==> src/rtl/op_mode_pkg.sv <==
// Shared definitions for the operating-mode scheduler and its consumers
// (duty/phase mux, controller).
//   op_mode_state_t : scheduler FSM state encoding
//   MODE_NORMAL     : OP_MODE value selecting normal (gain) duty/phase
//   MODE_STM        : OP_MODE value selecting STM duty/phase
package op_mode_pkg;

   typedef enum logic [1:0] {
      ST_IDLE          = 2'd0,
      ST_WAIT_TIME     = 2'd1,
      ST_WAIT_BOUNDARY = 2'd2
   } op_mode_state_t;

   localparam logic MODE_NORMAL = 1'b0;
   localparam logic MODE_STM    = 1'b1;

endpackage

==> src/rtl/op_mode_scheduler.sv <==
// Schedules the switch between normal and STM operation. A request is held
// until an optional absolute SYS_TIME target, then committed on the next
// ultrasound-period BOUNDARY (or forced by a watchdog) so a PWM period never
// mixes normal and STM duty/phase.
//
// Optional feature macro: OP_MODE_SCHEDULER_TIMED_EN
//   defined     : REQ_TIME honoured (WAIT_TIME state + comparator), LATE functional
//   not defined : REQ_TIME ignored, accept goes straight to WAIT_BOUNDARY, LATE = 0
//
// Ports:
//   CLK, RESET_N      clock, asynchronous active-low reset
//   SYS_TIME          synchronized system time (unsigned)
//   BOUNDARY          one-cycle pulse at the start of each ultrasound period
//   REQ_VALID/READY   request handshake
//   REQ_MODE          requested mode (0 normal, 1 STM)
//   REQ_TIME          absolute commit time, 0 = as soon as possible
//   OP_MODE           current mode select (registered)
//   STM_START         pulse on OP_MODE 0->1
//   DONE              pulse on every commit
//   LATE              pulse with DONE when nonzero REQ_TIME had already passed
//   TIMEOUT           pulse with DONE when commit was forced by the watchdog
//   BUSY              state != IDLE
module op_mode_scheduler #(
   parameter int unsigned TIME_WIDTH       = 64,
   parameter int unsigned BOUNDARY_TIMEOUT = 4096
) (
   input  logic                  CLK,
   input  logic                  RESET_N,
   input  logic [TIME_WIDTH-1:0] SYS_TIME,
   input  logic                  BOUNDARY,
   input  logic                  REQ_VALID,
   input  logic                  REQ_MODE,
   input  logic [TIME_WIDTH-1:0] REQ_TIME,
   output logic                  REQ_READY,
   output logic                  OP_MODE,
   output logic                  STM_START,
   output logic                  DONE,
   output logic                  LATE,
   output logic                  TIMEOUT,
   output logic                  BUSY
);
   import op_mode_pkg::*;

   localparam int unsigned CW = $clog2(BOUNDARY_TIMEOUT + 1);
   localparam logic [CW-1:0] LIMIT = CW'(BOUNDARY_TIMEOUT - 1);

   op_mode_state_t state;
   logic [CW-1:0]  count;
   logic           pend_mode;
   logic           op_q;
   logic           done_q;
   logic           stm_q;
   logic           timeout_q;

`ifdef OP_MODE_SCHEDULER_TIMED_EN
   logic [TIME_WIDTH-1:0] pend_time;
   logic                  late_q;
   logic                  late_out_q;
   logic                  time_ok;
   logic                  req_late;

   assign time_ok  = (pend_time == '0) || (SYS_TIME >= pend_time);
   assign req_late = (REQ_TIME != '0) && (REQ_TIME <= SYS_TIME);
   assign REQ_READY = (state == ST_IDLE) || (state == ST_WAIT_TIME);
   assign LATE      = late_out_q;
`else
   logic unused_time;

   assign unused_time = ^{SYS_TIME, REQ_TIME};
   assign REQ_READY   = (state == ST_IDLE);
   assign LATE        = 1'b0;
`endif

   assign BUSY      = (state != ST_IDLE);
   assign OP_MODE   = op_q;
   assign STM_START = stm_q;
   assign DONE      = done_q;
   assign TIMEOUT   = timeout_q;

   always_ff @(posedge CLK or negedge RESET_N) begin
      if (!RESET_N) begin
         state     <= ST_IDLE;
         count     <= '0;
         pend_mode <= MODE_NORMAL;
         op_q      <= MODE_NORMAL;
         done_q    <= 1'b0;
         stm_q     <= 1'b0;
         timeout_q <= 1'b0;
`ifdef OP_MODE_SCHEDULER_TIMED_EN
         pend_time  <= '0;
         late_q     <= 1'b0;
         late_out_q <= 1'b0;
`endif
      end else begin
         done_q    <= 1'b0;
         stm_q     <= 1'b0;
         timeout_q <= 1'b0;
`ifdef OP_MODE_SCHEDULER_TIMED_EN
         late_out_q <= 1'b0;
`endif
         case (state)
            ST_IDLE: begin
               if (REQ_VALID) begin
                  pend_mode <= REQ_MODE;
`ifdef OP_MODE_SCHEDULER_TIMED_EN
                  pend_time <= REQ_TIME;
                  late_q    <= req_late;
                  state     <= ST_WAIT_TIME;
`else
                  count     <= '0;
                  state     <= ST_WAIT_BOUNDARY;
`endif
               end
            end
`ifdef OP_MODE_SCHEDULER_TIMED_EN
            ST_WAIT_TIME: begin
               // A new request takes priority over the time condition and
               // silently replaces the pending one.
               if (REQ_VALID) begin
                  pend_mode <= REQ_MODE;
                  pend_time <= REQ_TIME;
                  late_q    <= req_late;
               end else if (time_ok) begin
                  count <= '0;
                  state <= ST_WAIT_BOUNDARY;
               end
            end
`endif
            ST_WAIT_BOUNDARY: begin
               // BOUNDARY wins over the watchdog limit on the same edge.
               if (BOUNDARY || (count == LIMIT)) begin
                  op_q      <= pend_mode;
                  done_q    <= 1'b1;
                  stm_q     <= (pend_mode == MODE_STM) && (op_q == MODE_NORMAL);
                  timeout_q <= !BOUNDARY;
`ifdef OP_MODE_SCHEDULER_TIMED_EN
                  late_out_q <= late_q;
`endif
                  state     <= ST_IDLE;
               end else begin
                  count <= count + 1'b1;
               end
            end
            default: state <= ST_IDLE;
         endcase
      end
   end

endmodule

==> config.mk <==
export PLATFORM = sky130hd
export DESIGN_NAME = op_mode_scheduler
export DESIGN_NICKNAME = d
export VERILOG_FILES = /design/src/rtl/op_mode_pkg.sv /design/src/rtl/op_mode_scheduler.sv
export SDC_FILE = /design/constraint.sdc
export NUM_CORES = 1
export LEC_CHECK = 0
export ABC_AREA = 1
export CORE_MARGIN = 2
export CORE_UTILIZATION = 27
export DETAILED_ROUTE_END_ITERATION = 6
export PLACE_DENSITY = 0.95
export SKIP_LAST_GASP = 1
export SLEW_MARGIN = 0
export SYNTH_ARGS = -nofsm -noshare
export SYNTH_HDL_FRONTEND = slang
export SYNTH_SLANG_ARGS = --single-unit
==> constraint.sdc <==
create_clock -name CLK -period 4.06 [get_ports CLK]
set_input_delay 0.406 -clock CLK [delete_from_list [all_inputs] [get_ports CLK]]
set_output_delay 0.406 -clock CLK [all_outputs]
set_load 0.01 [all_outputs]
# Yosys cells after proc, flatten, opt, wreduce, memory -nomap -nowiden
# Cells that the tools add are included.
# Widths: inputs -> output; s select.
# word_totals
latch_bits,0
memories,0
output_inout_bits,7
ramBits,0
romBits,0
elab_cells,36
regBits,20
# classes
addsub,1
bitwise_logic,1
eq_ne,5
n_lt_le_gt_ge,0
mux,12
reduce_logical,10
div_mod_pow,0
mul,0
shift,0
# op_table
op,count
$mux 13,2
$pmux 13 s2,1
$add 13x1->13 const B,1
$eq 13x12->1 const B,1
$mux 1,6
$ne 2x2->1 const B,3
$reduce_and 2->1,3
$mux 2,2
$pmux 2 s2,1
$reduce_bool 2->1,2
$reduce_and 3->1,1
$eq 2x2->1 const B,1
$logic_not 2->1,1
$logic_and 1x1->1,1
$logic_not 1->1,1
$logic_or 1x1->1,1
$not 1->1,1

# Logic depth before layout (Yosys ltp)
# logic_depth
ltp_word,4
mapped_depth,9
mapped_depth_nobuf,9

# Worst setup path after synthesis
# No wires, ideal clock.
# synth_timing
kind,flip-flop to flip-flop
startpoint,register count[0]
endpoint,register count[11]
path_stages_with_launch,9
t_arrival_ns,1.278
setup_ns,0.065
synth_period_minus_slack_ns,1.343
n_path_buf,1
setup_slack_ns,2.717
t_required_ns,3.995
cell_sequence,dfrtp_1 -> ha_1 -> nand3_1 -> nor2_4 -> nand2_4 -> nand2_4 -> buf_8 -> nand3_1 -> nand2_1
# synth_between
elab_chain_cells,4
elab_cells_between_ends,7
# synth_rtl
element,line_no,rtl
"start, declared",op_mode_scheduler.sv:48,logic [CW-1:0] count;
"start signal, assigned",op_mode_scheduler.sv:141,count <= count + 1'b1;
"parallel branches: the longest is 4 deep, another holds $add 13x1->13",--,
# Several ways; the timed one is not identified. The select of a mux whose other input is x is not followed.
# A chain may end at the register's enable or synchronous reset.

# Worst setup path in the final report
# layout_timing
startpoint,register state[1]
endpoint,output REQ_READY
# layout_between
elab_chain_cells,1
# layout_rtl
element,line_no,rtl
"start, declared",op_mode_scheduler.sv:47,op_mode_state_t state;
"start signal, assigned",op_mode_scheduler.sv:82,state <= ST_IDLE;
"start signal, assigned",op_mode_scheduler.sv:111,state <= ST_WAIT_BOUNDARY;
"start signal, assigned",op_mode_scheduler.sv:139,state <= ST_IDLE;
$logic_not 2->1,op_mode_scheduler.sv:70,assign REQ_READY = (state == ST_IDLE);
"end, declared",op_mode_scheduler.sv:34,"output logic REQ_READY,"
# Every way passes these cells.

==> results by group <==
Outcome
  • Status: finished clean

Setup path
  • CP peak stage delay: 0.56 ns
  • Worst Setup SP: state[1]
  • Crit start category: register
  • Critical R2R Launch: count[0]
  • Cells on worst reg2reg path: 8
  • R2r setup slk: 2.38 ns
  • Reg-to-Reg End: count[4]
  • Worst path bufs/invs: 2
  • Worst-path maximum fanout: 7
  • Top Family by Delay on Critical Path: buffers and inverters
  • Worst EP required: 3.65 ns
  • Worst Setup End Kind: primary output
  • Slowest CP cell: clkdlybuf4s50_1
  • Crit path DAT: 1.47 ns
  • Cells along the critical path: inv_1 -> clkdlybuf4s50_1
  • WS Path Type: register to primary output

Routing
  • Detailed Route WL: 2290 um
  • Initial DRT Pass Iterations: 4
  • Vias per cell: 4.67
  • Drt wl/cell: 11.3 um
  • Detail Route Antenna Nets: 0
  • DR vias: 949
  • DR DRC count: 0
  • DRT iter0 DRCs: 23

Logic synthesis
  • Mapped Cells: 144
  • Synthesized flop and latch total: 19
  • Avg Inst Size Synth: 7.47 sq um
  • Post-synthesis sequential area ratio: 0.442
  • Post-synthesis cell area: 1080 sq um
  • YS warnings: 0
  • Yosys cell types: 22
  • Synth Net Count: 278

Placement
  • Placed wire-length estimate: 1600 um
  • Routability congestion estimate: 0.868
  • IO Port Bufs: 10

Layout
  • Share of cells above drive strength 1: 0.0903
  • Synth-to-Final Area Change: 16.9%
  • ANT cells: 0
  • Commonest non-fill, non-tap cells in the layout: nand2_1 (54), nand3_1 (20), dfrtp_1 (19)
  • Commonest non-fill, non-tap cell in the layout: nand2_1
  • Nets: 290

Global route
  • Antenna violations before repair: 0
  • Number of global-route vias before repair: 901
  • First-pass GRT wire length: 3810 um
  • Total grt overflow: 0
  • Largest net degree at the start of global routing: 20
  • GRT Util Overall: 0.111

Timing
  • F_max: 532 MHz
  • Max-slew headroom: 0.438
  • Fin crit share: 0.463
  • RSZ-0062 raised after global routing: false
  • # setup viols final: 0
  • Min Tclk post-route: 1.88 ns
  • Worst slew pin tran: 0.840 ns
  • Slew Viols, Final: 0
  • Worst hold slack: 0.459 ns
  • Clock Skew: 0.00563 ns
  • Final setup TNS: 0 ns
  • Hold Vio Cnt, Final: 0

Pwr
  • Max VDD drop: 0.237 mV
  • Clk pwr share: 0.310
  • Leak: 0.672 nW
  • Pwr Density: 345 nW/um^2
  • Flop pwr share: 0.510
  • Pint: 308 uW
  • Psw: 125 uW
  • Comb pwr share: 0.180
  • Sw Share: 0.288

CTS
  • Clock latency on the worst-skew pair: 0.26 ns
  • Clock Sinks: 19
  • Cts hold-fix bufs: 0
  • CTS-repair resized insts: 0
  • Clock root cell: clkbuf_8
  • CTS buffer count: 3
  • Bufs on Longest Clock Path: 2
  • CTS tree: done
  • Clk pin slew, worst setup/hold paths: 0.08 ns
  • # Post-CTS Setup Buffers: 0
  • H-tree depth: 1

Die
  • Die width: 67.1 um
  • Die Y: 67.1 um
  • Initial Util: 0.287
  • Core area: 3740 sq um
  • Die area: 4510 sq um
  • # rows: 22
  • # IOs: 140

Worst hold path
  • Hold WC Path Type: register to register
  • Hold path cells: 1
  • Worst min-delay path startpoint: OP_MODE
  • Hold Crit Endpoint: STM_START

Flow run
  • Max cap viols: 0
state kept, by name, indices dropped and copies added (netlist names):
signal / count
state: 1
pend_mode: 1
OP_MODE: 1
count: 13
TIMEOUT: 1
DONE: 1
STM_START: 1
cells in the mapped netlist:
library cell	instances	area, sq um
nand2_2	1	6.26
nor3_4	1	16.3
o21bai_1	1	7.51
mux2_2	1	11.3
nand3_1	20	100
conb_1	1	3.75
dfrtp_1	19	475
o21ai_0	3	15.0
buf_2	1	5.00
nor2_4	2	22.5
nand2_4	2	22.5
nand3b_1	1	7.51
inv_2	2	7.51
buf_4	1	7.51
inv_1	17	63.8
nor2_2	1	6.26
buf_8	1	15.0
nand4_1	4	25.0
nand2_1	54	203
xor2_1	1	8.76
ha_1	1	12.5
nor2_1	9	33.8
power by group through the flow:
stage / registers, mW / clock network [mW] / logic [mW]
2_1_floorplan: 0.225 / 0 / 0.0456
3_5_place_dp: 0.224 / 0 / 0.0775
4_1_cts: 0.220 / 0.137 / 0.0785
3_3_place_gp: 0.223 / 0 / 0.0752
6_report: 0.221 / 0.134 / 0.0778
5_1_grt: 0.222 / 0.146 / 0.0870
metrics by stage:
step	utilization	power (mW)	instance area (sq um)	std cells	worst slack, ns
2_1_floorplan	-	0.270	1080	144	2.72
3_3_place_gp	0.323	0.298	1210	199	2.34
3_5_place_dp	0.323	0.302	1210	199	2.32
4_1_cts	0.336	0.436	1260	203	2.18
5_1_grt	0.336	0.455	1260	203	2.11
6_report	0.336	0.433	1260	203	2.18
layout make-up:
cell class                      count  area, sq um
Fill cell                         404         2490
Multi-Input combinational cell    103          502
Sequential cell                    19          475
Timing Repair Buffer               10          100
Inverter                           19         71.3
Tap cell                           48         60.1
Clock buffer                        3         41.3
Clock inverter                      1         7.51
cell families after synthesis:
kind of cell	after synthesis	share of synthesized area
other cells	1	0.00349
fa+ha+maj	1	0.0116
xor+xnor	1	0.00814
mux	1	0.0105
simple gates	95	0.412
compound gates	4	0.0209
buf+inv	22	0.0919
flops	19	0.442
routing by layer:
layer	GRT usage	part of all wire	up-vias
met5	0	0	-
met4	0.0689	0.025	0
met3	0.0167	0.038	8
met2	0.193	0.52	31
met1	0.126	0.41	439
li1	-	-	471
how the worst max path moves through the flow:
stage | end | slack, ns | cells past startpoint
after global routing | REQ_READY | 2.11 | 2
after detailed placement | pend_mode | 2.32 | 3
after floorplan | count[11] | 2.72 | 8
final | REQ_READY | 2.18 | 2
after CTS | REQ_READY | 2.18 | 2
after global placement | pend_mode | 2.34 | 3
Note: power is estimated with default switching activity, not from simulation.
